--- config.mk ---
export PLATFORM = sky130hd
export DESIGN_NAME = vx_reset_sequencer
export DESIGN_NICKNAME = d
export VERILOG_FILES = /design/src/rtl/vx_reset_sequencer.sv
export SDC_FILE = /design/constraint.sdc
export NUM_CORES = 1
export LEC_CHECK = 0
export CAP_MARGIN = 15
export CORE_MARGIN = 8
export CORE_UTILIZATION = 60
export CTS_CLUSTER_DIAMETER = 50
export DETAILED_ROUTE_END_ITERATION = 12
export DONT_BUFFER_PORTS = 1
export HOLD_SLACK_MARGIN = 0.03
export PLACE_DENSITY = 0.82
export SETUP_SLACK_MARGIN = 0.5
export SYNTH_ARGS = -nofsm -noshare
export SYNTH_HDL_FRONTEND = slang
export SYNTH_SLANG_ARGS = --single-unit
--- constraint.sdc ---
create_clock -name clk -period 2.4 [get_ports clk]
set_input_delay 0.36 -clock clk [delete_from_list [all_inputs] [get_ports clk]]
set_output_delay 0.36 -clock clk [all_outputs]
set_load 0.03 [all_outputs]
--- src/rtl/vx_reset_sequencer.sv ---
// Reset distributor: hold all active channels for HOLD_CYCLES, then
// release them one by one in ascending index, STAGE_DELAY apart.
module vx_reset_sequencer #(
  parameter int N           = 4,
  parameter int HOLD_CYCLES = 16,
  parameter int STAGE_DELAY = 4
) (
  input  logic         clk,
  input  logic         reset_n,
  input  logic         soft_req,
  input  logic [N-1:0] soft_mask,
  output logic         soft_ack,
  output logic         busy,
  output logic         done,
  output logic [N-1:0] reset_o
);

  localparam int MAXD =
    (HOLD_CYCLES > STAGE_DELAY) ? HOLD_CYCLES : STAGE_DELAY;
  localparam int CW = $clog2(MAXD) + 1;
  localparam int IW = (N > 1) ? $clog2(N) : 1;

  localparam logic [CW-1:0] HOLD_LD  = CW'(HOLD_CYCLES);
  localparam logic [CW-1:0] SOFT_LD  = CW'(HOLD_CYCLES - 1);
  localparam logic [CW-1:0] STAGE_LD = CW'(STAGE_DELAY - 1);

  typedef enum logic [1:0] {
    S_HOLD,
    S_REL,
    S_RUN
  } state_t;

  state_t state_q, state_d;

  logic [CW-1:0] cnt_q, cnt_d;
  logic [N-1:0]  pend_q, pend_d;
  logic [N-1:0]  rst_d;
  logic          busy_d, done_d, ack_d;

  logic [IW-1:0] idx;
  logic [N-1:0]  sel;
  logic          fire;
  logic          last;
  logic          accept;

  // Lowest pending channel is the next one to release.
  always_comb begin
    idx = '0;
    for (int i = N - 1; i >= 0; i--) begin
      if (pend_q[i]) idx = IW'(i);
    end
    sel = N'(1) << idx;
  end

  assign fire   = (state_q != S_RUN) && (cnt_q == '0);
  assign last   = (pend_q & ~sel) == '0;
  assign accept = (state_q == S_RUN) && soft_req && (|soft_mask);

  always_ff @(posedge clk) begin
    if (!reset_n) state_q <= S_HOLD;
    else          state_q <= state_d;
  end

  always_comb begin
    state_d = state_q;
    unique case (state_q)
      S_HOLD:  if (fire) state_d = last ? S_RUN : S_REL;
      S_REL:   if (fire && last) state_d = S_RUN;
      S_RUN:   if (accept) state_d = S_HOLD;
      default: state_d = S_HOLD;
    endcase
  end

  // Soft start loads HOLD-1: the acceptance edge itself is the first
  // hold cycle, whereas a hard start counts from the first high edge.
  always_comb begin
    cnt_d  = cnt_q;
    pend_d = pend_q;
    if (fire) begin
      cnt_d  = STAGE_LD;
      pend_d = pend_q & ~sel;
    end else if (state_q != S_RUN) begin
      cnt_d = cnt_q - CW'(1);
    end
    if (accept) begin
      cnt_d  = SOFT_LD;
      pend_d = soft_mask;
    end
  end

  always_comb begin
    rst_d  = reset_o;
    busy_d = busy;
    done_d = done;
    ack_d  = accept;
    if (fire) begin
      rst_d = reset_o & ~sel;
      if (last) begin
        busy_d = 1'b0;
        done_d = 1'b1;
      end
    end
    if (accept) begin
      rst_d  = reset_o | soft_mask;
      busy_d = 1'b1;
      done_d = 1'b0;
    end
  end

  always_ff @(posedge clk) begin
    if (!reset_n) begin
      cnt_q    <= HOLD_LD;
      pend_q   <= '1;
      reset_o  <= '1;
      busy     <= 1'b1;
      done     <= 1'b0;
      soft_ack <= 1'b0;
    end else begin
      cnt_q    <= cnt_d;
      pend_q   <= pend_d;
      reset_o  <= rst_d;
      busy     <= busy_d;
      done     <= done_d;
      soft_ack <= ack_d;
    end
  end

endmodule

==> reports/results.ini, run 1 <==
[run_status]
outcome = finished, final reports clean

[clock_tree]
cts_tree = done
postCtsSetupRepairBufs = 0
cts_resized = 0
insertion_delay_ns = 0.30
clock_tree.htree_level_count = 1
post_cts_hold_buffer_count = 0
cts_root_buffer = sky130_fd_sc_hd__clkbuf_4
cts_buffers = 3
worst_case_clock_buffer_depth = 2
clock_sinks = 18
cts.clk_slew.worst_paths_ns = 0.11

[job]
timing.max_cap.violations = 0

[layout]
num_antenna_cells = 0
num-fill-cells = 106
share_of_cells_above_drive_strength_1_pct = 15.1
area_growth_pct = 5.32
nets = 103

[floorplan]
chipHeight_um = 54.1
top_level_ports = 14
area_of_the_core_um2 = 1330
rows = 13
floorplan.initialDensity_pct = 65.2
floorplan.die.width_um = 54.1
die_footprint_um2 = 2920

[timing]
worst_clock_skew_ns = 0.0154
holdWs_ns = 0.128
worst_pin_slew_ns = 0.356
worst_slew_margin_rel_pct = 76.3
setup-tns-final_ns = 0
final.period_utilization_pct = 71.7
post-route-min-period_ns = 1.72
max_freq_mhz = 581
unrepaired_setup_endpoints_after_global_routing = no
max_transition_viols_final = 0
finalSetupViolCount = 0
final_hold_viol_count = 0

[synthesis]
synth_cell_types = 41
post_synth_instance_area_um2 = 870
synth-seq-area-share_pct = 41.4
ys_ff_latch = 18
postSynthNetCount = 101
yosysWarningCount = 0
cell_count_after_synthesis = 92
syn_area_per_cell_um2 = 9.45

[critical_path]
criticalPathCategory = reg -> reg
timing.critical_path.buf_inv = 1
master_of_the_slowest_instance_on_the_critical_path = sky130_fd_sc_hd__or4b_4
worst_setup_start_kind = flip-flop
timing.critical_path.slowest_cell_delay_ns = 0.56
worstPathCellList = inv_1, ha_1, or4b_4, a2111oi_4, a31oi_1
top_family_by_delay_on_critical_path = simple AND/OR/NAND/NOR gates
critPathRequiredTime_ns = 2.60
critical_path_arrival_ns = 1.92
critical_path.endpoint_type = flip-flop
crit_fanout = 9

[grt]
global_route.overflow_total = 0
grt_max_degree = 15
antenna_found_initial = 0
first_global_vias = 655
wire_length_of_the_first_global_routing_pass_um = 3270
total_global_routing_track_utilization_pct = 15.2

[power_and_ir_drop]
vdd.ir_drop.worst_uv = 516
leakage_nw = 0.370
sequential_share_of_power_pct = 55.4
power.share.switching_pct = 26.4
power-per-cell-area_nw_per_um2 = 679
p_sw_mw = 0.164
clkPwrFrac_pct = 30.0
internal_power_mw = 0.457
power_frac_comb_pct = 14.5

[placed_design]
hpwlAfterDp_um = 1450
port_buffers = 0
gp_congestion = 0.862

[drt]
drt_pre_antenna_iters = 4
via_count = 742
wl_per_cell_um = 18.1
detailedRoute.firstIterationViolations = 19
post_drt_via_cell_ratio = 6.87
wirelength_um = 1960
antenna_nets_post_route = 0
drc = 0

[min_path]
min-delay-path-class = in -> reg

-- state kept, by name, indices dropped and copies added (netlist names) --
name      count
busy          1
cnt_q         5
done          1
pend_q        4
reset_o       4
soft_ack      1
state_q       2
-- path summary, 6_finish.rpt --
kind                   start  cells after the start         end  slack [ns]
setup / recovery    cnt_q[0]                      5  reset_o[0]        0.68
hold / removal       reset_n                      1  reset_o[2]        0.13
setup reg to reg    cnt_q[0]                      5  reset_o[0]        0.68
hold reg to reg   state_q[0]                      2  state_q[0]        0.49
-- through the flow --
step | util, % | area (um2) | total power, mW | setup slack, ns | std cells
floorplan | - | 870 | 0.424 | 0.775 | 92
global placement | 65.7 | 876 | 0.432 | 0.646 | 104
detailed placement | 65.7 | 876 | 0.437 | 0.567 | 104
CTS | 68.4 | 912 | 0.621 | 0.547 | 108
global route | 68.7 | 916 | 0.651 | 0.603 | 108
finish | 68.7 | 916 | 0.622 | 0.679 | 108
-- cells in the final DEF, fill, tap and decap left out, types with 3 or more instances in the layout --
cell type | netlist | layout
sky130_fd_sc_hd__a31oi_1 | 5 | 5
sky130_fd_sc_hd__dfxtp_1 | 18 | 18
sky130_fd_sc_hd__nand4_1 | 3 | 3
sky130_fd_sc_hd__clkbuf_4 | 0 | 3
sky130_fd_sc_hd__inv_1 | 10 | 10
sky130_fd_sc_hd__nor2_1 | 4 | 4
sky130_fd_sc_hd__nand3_1 | 5 | 5
-- power by group through the flow --
stage                     Combinational, mW  Clock [mW]  Sequential (mW)
final                                0.0904       0.187            0.344
after global routing                  0.100       0.204            0.347
after CTS                            0.0879       0.189            0.344
after detailed placement             0.0874           0            0.350
after global placement               0.0822           0            0.350
after floorplan                      0.0786           0            0.345
-- synth_stat cells --
master / count / area (um2)
sky130_fd_sc_hd__dfxtp_1: 18 / 360
sky130_fd_sc_hd__inv_1: 10 / 37.5
sky130_fd_sc_hd__a31oi_1: 5 / 31.3
sky130_fd_sc_hd__nand3_1: 5 / 25.0
sky130_fd_sc_hd__nor2_1: 4 / 15.0
sky130_fd_sc_hd__clkbuf_1: 3 / 11.3
sky130_fd_sc_hd__nand4_1: 3 / 18.8
sky130_fd_sc_hd__a211o_1: 2 / 17.5
sky130_fd_sc_hd__a211oi_1: 2 / 15.0
sky130_fd_sc_hd__a21o_1: 2 / 15.0
sky130_fd_sc_hd__a21oi_1: 2 / 10.0
sky130_fd_sc_hd__a31o_2: 2 / 17.5
sky130_fd_sc_hd__ha_1: 2 / 25.0
sky130_fd_sc_hd__nand2_1: 2 / 7.51
sky130_fd_sc_hd__nor3_1: 2 / 10.0
sky130_fd_sc_hd__o21ai_0: 2 / 10.0
sky130_fd_sc_hd__o311ai_0: 2 / 17.5
sky130_fd_sc_hd__a2111oi_4: 1 / 27.5
sky130_fd_sc_hd__a211oi_2: 1 / 12.5
sky130_fd_sc_hd__a221o_1: 1 / 10.0
sky130_fd_sc_hd__a221oi_1: 1 / 8.76
sky130_fd_sc_hd__and3_1: 1 / 6.26
sky130_fd_sc_hd__and3_4: 1 / 11.3
sky130_fd_sc_hd__and4_1: 1 / 8.76
sky130_fd_sc_hd__buf_2: 1 / 5.00
sky130_fd_sc_hd__buf_6: 1 / 11.3
sky130_fd_sc_hd__mux2_2: 1 / 11.3
sky130_fd_sc_hd__nand2b_1: 1 / 6.26
sky130_fd_sc_hd__nor2b_1: 1 / 6.26
sky130_fd_sc_hd__nor3b_1: 1 / 7.51
sky130_fd_sc_hd__nor4_1: 1 / 6.26
sky130_fd_sc_hd__nor4b_1: 1 / 8.76
sky130_fd_sc_hd__o211a_1: 1 / 10.0
sky130_fd_sc_hd__o211ai_1: 1 / 7.51
sky130_fd_sc_hd__o21a_1: 1 / 7.51
sky130_fd_sc_hd__o22a_1: 1 / 8.76
sky130_fd_sc_hd__o311ai_1: 1 / 8.76
sky130_fd_sc_hd__o31ai_1: 1 / 7.51
sky130_fd_sc_hd__or3_1: 1 / 6.26
sky130_fd_sc_hd__or4_4: 1 / 11.3
sky130_fd_sc_hd__or4b_1: 1 / 10.0
-- cell families after synthesis --
kind of cell               share of synthesized area (%)
muxes                                               1.29
AOI/OAI and AO/OA                                   27.9
buffers and inverters                               7.48
adders and majority gates                           2.88
and+or+nand+nor                                     19.0
DFF                                                 41.4
-- final cells by class --
cell class	count	area, um2	share of cell area, %
flip-flops and latches	18	360	39.3
clock buffers	4	36.3	3.96
well taps	15	18.8	2.05
repair buffers	2	15.0	1.64
multi-input cells	59	448	48.9
inverters	10	37.5	4.10
-- layer usage --
layer  GRT usage (%)  vias up  wire, um
met5               0        -         0
met4            4.92        0        13
met3            7.71        3       159
met2            21.8       26       915
met1            19.4      361       866
li1                -      352         -
(Power assumes the default switching activity.)
==> run 2: changes to the inputs <==
--- a/config.mk
+++ b/config.mk
@@ -7,12 +7,12 @@
 export LEC_CHECK = 0
 export CAP_MARGIN = 15
 export CORE_MARGIN = 8
-export CORE_UTILIZATION = 60
+export CORE_UTILIZATION = 53
 export CTS_CLUSTER_DIAMETER = 50
 export DETAILED_ROUTE_END_ITERATION = 12
 export DONT_BUFFER_PORTS = 1
 export HOLD_SLACK_MARGIN = 0.03
-export PLACE_DENSITY = 0.82
+export PLACE_DENSITY = 0.77
 export SETUP_SLACK_MARGIN = 0.5
 export SYNTH_ARGS = -nofsm -noshare
 export SYNTH_HDL_FRONTEND = slang
==> constraint.sdc (replaced) <==
create_clock -name clk -period 1.54 [get_ports clk]
set_input_delay 0.231 -clock clk [delete_from_list [all_inputs] [get_ports clk]]
set_output_delay 0.231 -clock clk [all_outputs]
set_load 0.03 [all_outputs]
==> run 2 against run 1 <==
  * Cell count grew 9.3%
  * Global-route usage shrank 1.5 points
  * Flip-flop and latch count is the same
==> reports/results.ini, run 2 (synthesis gave the netlist of run 1 again) <==
[grt]
grt_max_degree = 11  ; -4
wire_length_of_the_first_global_routing_pass_um = 3570  ; +9.3%
global_route.overflow_total = 0  ; unchanged
first_global_vias = 714  ; +9.0%
total_global_routing_track_utilization_pct = 13.7  ; -1.5 points
antenna_found_initial = 0  ; unchanged

[drt]
wl_per_cell_um = 20.0  ; +10%
drc = 0  ; unchanged
antenna_nets_post_route = 0  ; unchanged
wirelength_um = 2360  ; +21%
met2_wirelength_um = 1100  ; +20%
met3_length_um = 168  ; +5.7%
post_drt_via_cell_ratio = 6.58  ; -4.2%
routedLengthMet1_um = 1060  ; +22%
detailedRoute.firstIterationViolations = 25  ; +6
via_count = 777  ; +4.7%
highest_metal_layer_with_signal_wires = met4
drt_pre_antenna_iters = 4  ; unchanged

[critical_path]
master_of_the_slowest_instance_on_the_critical_path = sky130_fd_sc_hd__or4b_4
r2r-end = busy
crit_fanout = 6  ; -3
timing.critical_path.slowest_cell_delay_ns = 0.65  ; +0.09 ns
worstPathCellList = or4b_4, a211oi_2, o211ai_1
crit-reg2reg-launch = cnt_q[2]
criticalPathCategory = reg -> reg
timing.critical_path.buf_inv = 0  ; -1
critical_path.endpoint_type = flip-flop
r2r.worst_path.cells = 3  ; -2
worst_setup_start_kind = flip-flop
top_family_by_delay_on_critical_path = simple AND/OR/NAND/NOR gates
critPathRequiredTime_ns = 1.71  ; -0.89 ns
reg2reg_slack_ns = 0.001  ; -0.68 ns
critical_path_arrival_ns = 1.71  ; -0.21 ns

[layout]
multi_input_area_um2 = 563  ; +26%
largest-register = cnt_q
share_of_cells_above_drive_strength_1_pct = 44.1  ; +29 points
num-fill-cells = 112  ; +5.7%
area_growth_pct = 27.9
layout_common_cells = 9 x sky130_fd_sc_hd__dfxtp_2, 9 x sky130_fd_sc_hd__buf_4, 8 x sky130_fd_sc_hd__inv_1, 8 x sky130_fd_sc_hd__dfxtp_1, 5 x sky130_fd_sc_hd__a31oi_1
largestRegisters = cnt_q (5), pend_q (4), reset_o (4)
number_of_flip_flops_in_the_largest_register = 5  ; unchanged
post_route_non_filler_standard_cell_count = 118  ; +9.3%
nets = 113  ; +9.7%
num_antenna_cells = 0  ; unchanged
sequential_cell_area_um2 = 375  ; +4.2%

[job]
timing.max_cap.violations = 0  ; unchanged

[timing]
max_transition_viols_final = 0  ; unchanged
final.period_utilization_pct = 99.9  ; +28 points
worst_slew_margin_rel_pct = 74.9  ; -1.3 points
max_freq_mhz = 650  ; +12%
worst_clock_skew_ns = 0.00909  ; -0.00627 ns
final_hold_viol_count = 0  ; unchanged
unrepaired_setup_endpoints_after_global_routing = yes
finalSetupViolCount = 0  ; unchanged
post-route-min-period_ns = 1.54  ; -0.182 ns
worst_pin_slew_ns = 0.375  ; +0.0193 ns

[clock_tree]
cts_buffers = 3  ; unchanged
cts_tree = done
insertion_delay_ns = 0.29  ; about the same
worst_case_clock_buffer_depth = 2  ; unchanged
cts.clk_slew.worst_paths_ns = 0.10  ; about the same
clock_sinks = 18  ; unchanged
clock_tree.htree_level_count = 1  ; unchanged
cts_root_buffer = sky130_fd_sc_hd__clkbuf_4

[floorplan]
die_footprint_um2 = 3190  ; +9.2%
rows = 14  ; +1
chipHeight_um = 56.5  ; +4.5%
top_level_ports = 14  ; unchanged
area_of_the_core_um2 = 1520  ; +14%
floorplan.die.width_um = 56.5  ; +4.5%
floorplan.initialDensity_pct = 57.1  ; -8.1 points

[placed_design]
gp_congestion = 0.810  ; -6.1%
hpwlAfterDp_um = 1420  ; -2.2%
numPlacedInstances = 107  ; +2.9%
port_buffers = 0  ; unchanged

[power_and_ir_drop]
leakage_nw = 0.431  ; +17%
p_sw_mw = 0.298  ; +82%
post-layout-total-power_mw = 1.02  ; +64%
power_frac_comb_pct = 22.5  ; +8.0 points
power.share.switching_pct = 29.3  ; +2.9 points
sequential_share_of_power_pct = 55.4  ; about the same
vdd.ir_drop.worst_uv = 666  ; +29%
internal_power_mw = 0.721  ; +58%
power-per-cell-area_nw_per_um2 = 916  ; +35%
clkPwrFrac_pct = 22.1  ; -7.9 points

[min_path]
startpoint_of_the_tightest_hold_check_path = reset_n
hold_path_depth = 1  ; unchanged
min-delay-path-class = in -> reg
hold_path_end = pend_q[1]

[run_status]
outcome = finished, final reports clean

-- run 2: worst max-delay path by stage --
stage	from	end	slack [ns]	depth (start not counted)
floorplan	cnt_q[0]	busy	0.06	6
global placement	cnt_q[0]	pend_q[1]	0.04	5
detailed placement	cnt_q[0]	pend_q[1]	0.02	5
CTS	cnt_q[1]	pend_q[1]	0.04	5
global route	cnt_q[2]	busy	-0.06	3
finish	cnt_q[2]	busy	0.001	3
-- run 2: through the flow --
| step | TNS [ns] | util [%] | hold slack (ns) | setup slack [ns] | instance area (um2) |
|---|---|---|---|---|---|
| 6_report | 0 | 73.0 | 0.0200 | 0.000980 | 1110 |
| 5_1_grt | -0.118 | 73.0 | 0.0320 | -0.0600 | 1110 |
| 4_1_cts | 0 | 69.5 | 0.0344 | 0.0376 | 1060 |
| 3_5_place_dp | 0 | 61.2 | 0.314 | 0.0174 | 932 |
| 3_3_place_gp | 0 | 61.2 | 0.317 | 0.0384 | 932 |
| 2_1_floorplan | 0 | - | 0.386 | 0.0567 | 910 |
-- run 2: timing repair --
action	4_1_cts	5_1_grt
hold buffers	1	0
pin swaps	13	6
setup endpoints to repair	24	18
cloned	1	0
setup buffers	4	2
hold endpoints to repair	4	0
gates resized for setup	19	11
-- run 2: area by class of cell --
cell class                      count  area share, %
Tap cell                           16           1.80
Clock buffer                        3           2.02
Multi-Input combinational cell     60           50.6
Inverter                           10           3.82
Timing Repair Buffer               11           7.99
Sequential cell                    18           33.7
-- run 2: per-layer routing --
metal / up-vias / track usage (%)
li1: 375 / -
met1: 367 / 16.7
met2: 31 / 20.1
met3: 4 / 6.74
met4: 0 / 5.15
met5: - / 0
-- run 2: power by group through the flow --
stage | sequential (mW) | clock (mW) | combinational, mW
after floorplan | 0.543 | 0 | 0.135
after global placement | 0.551 | 0 | 0.146
after detailed placement | 0.553 | 0 | 0.152
after CTS | 0.555 | 0.228 | 0.189
after global routing | 0.568 | 0.250 | 0.245
final | 0.564 | 0.225 | 0.229
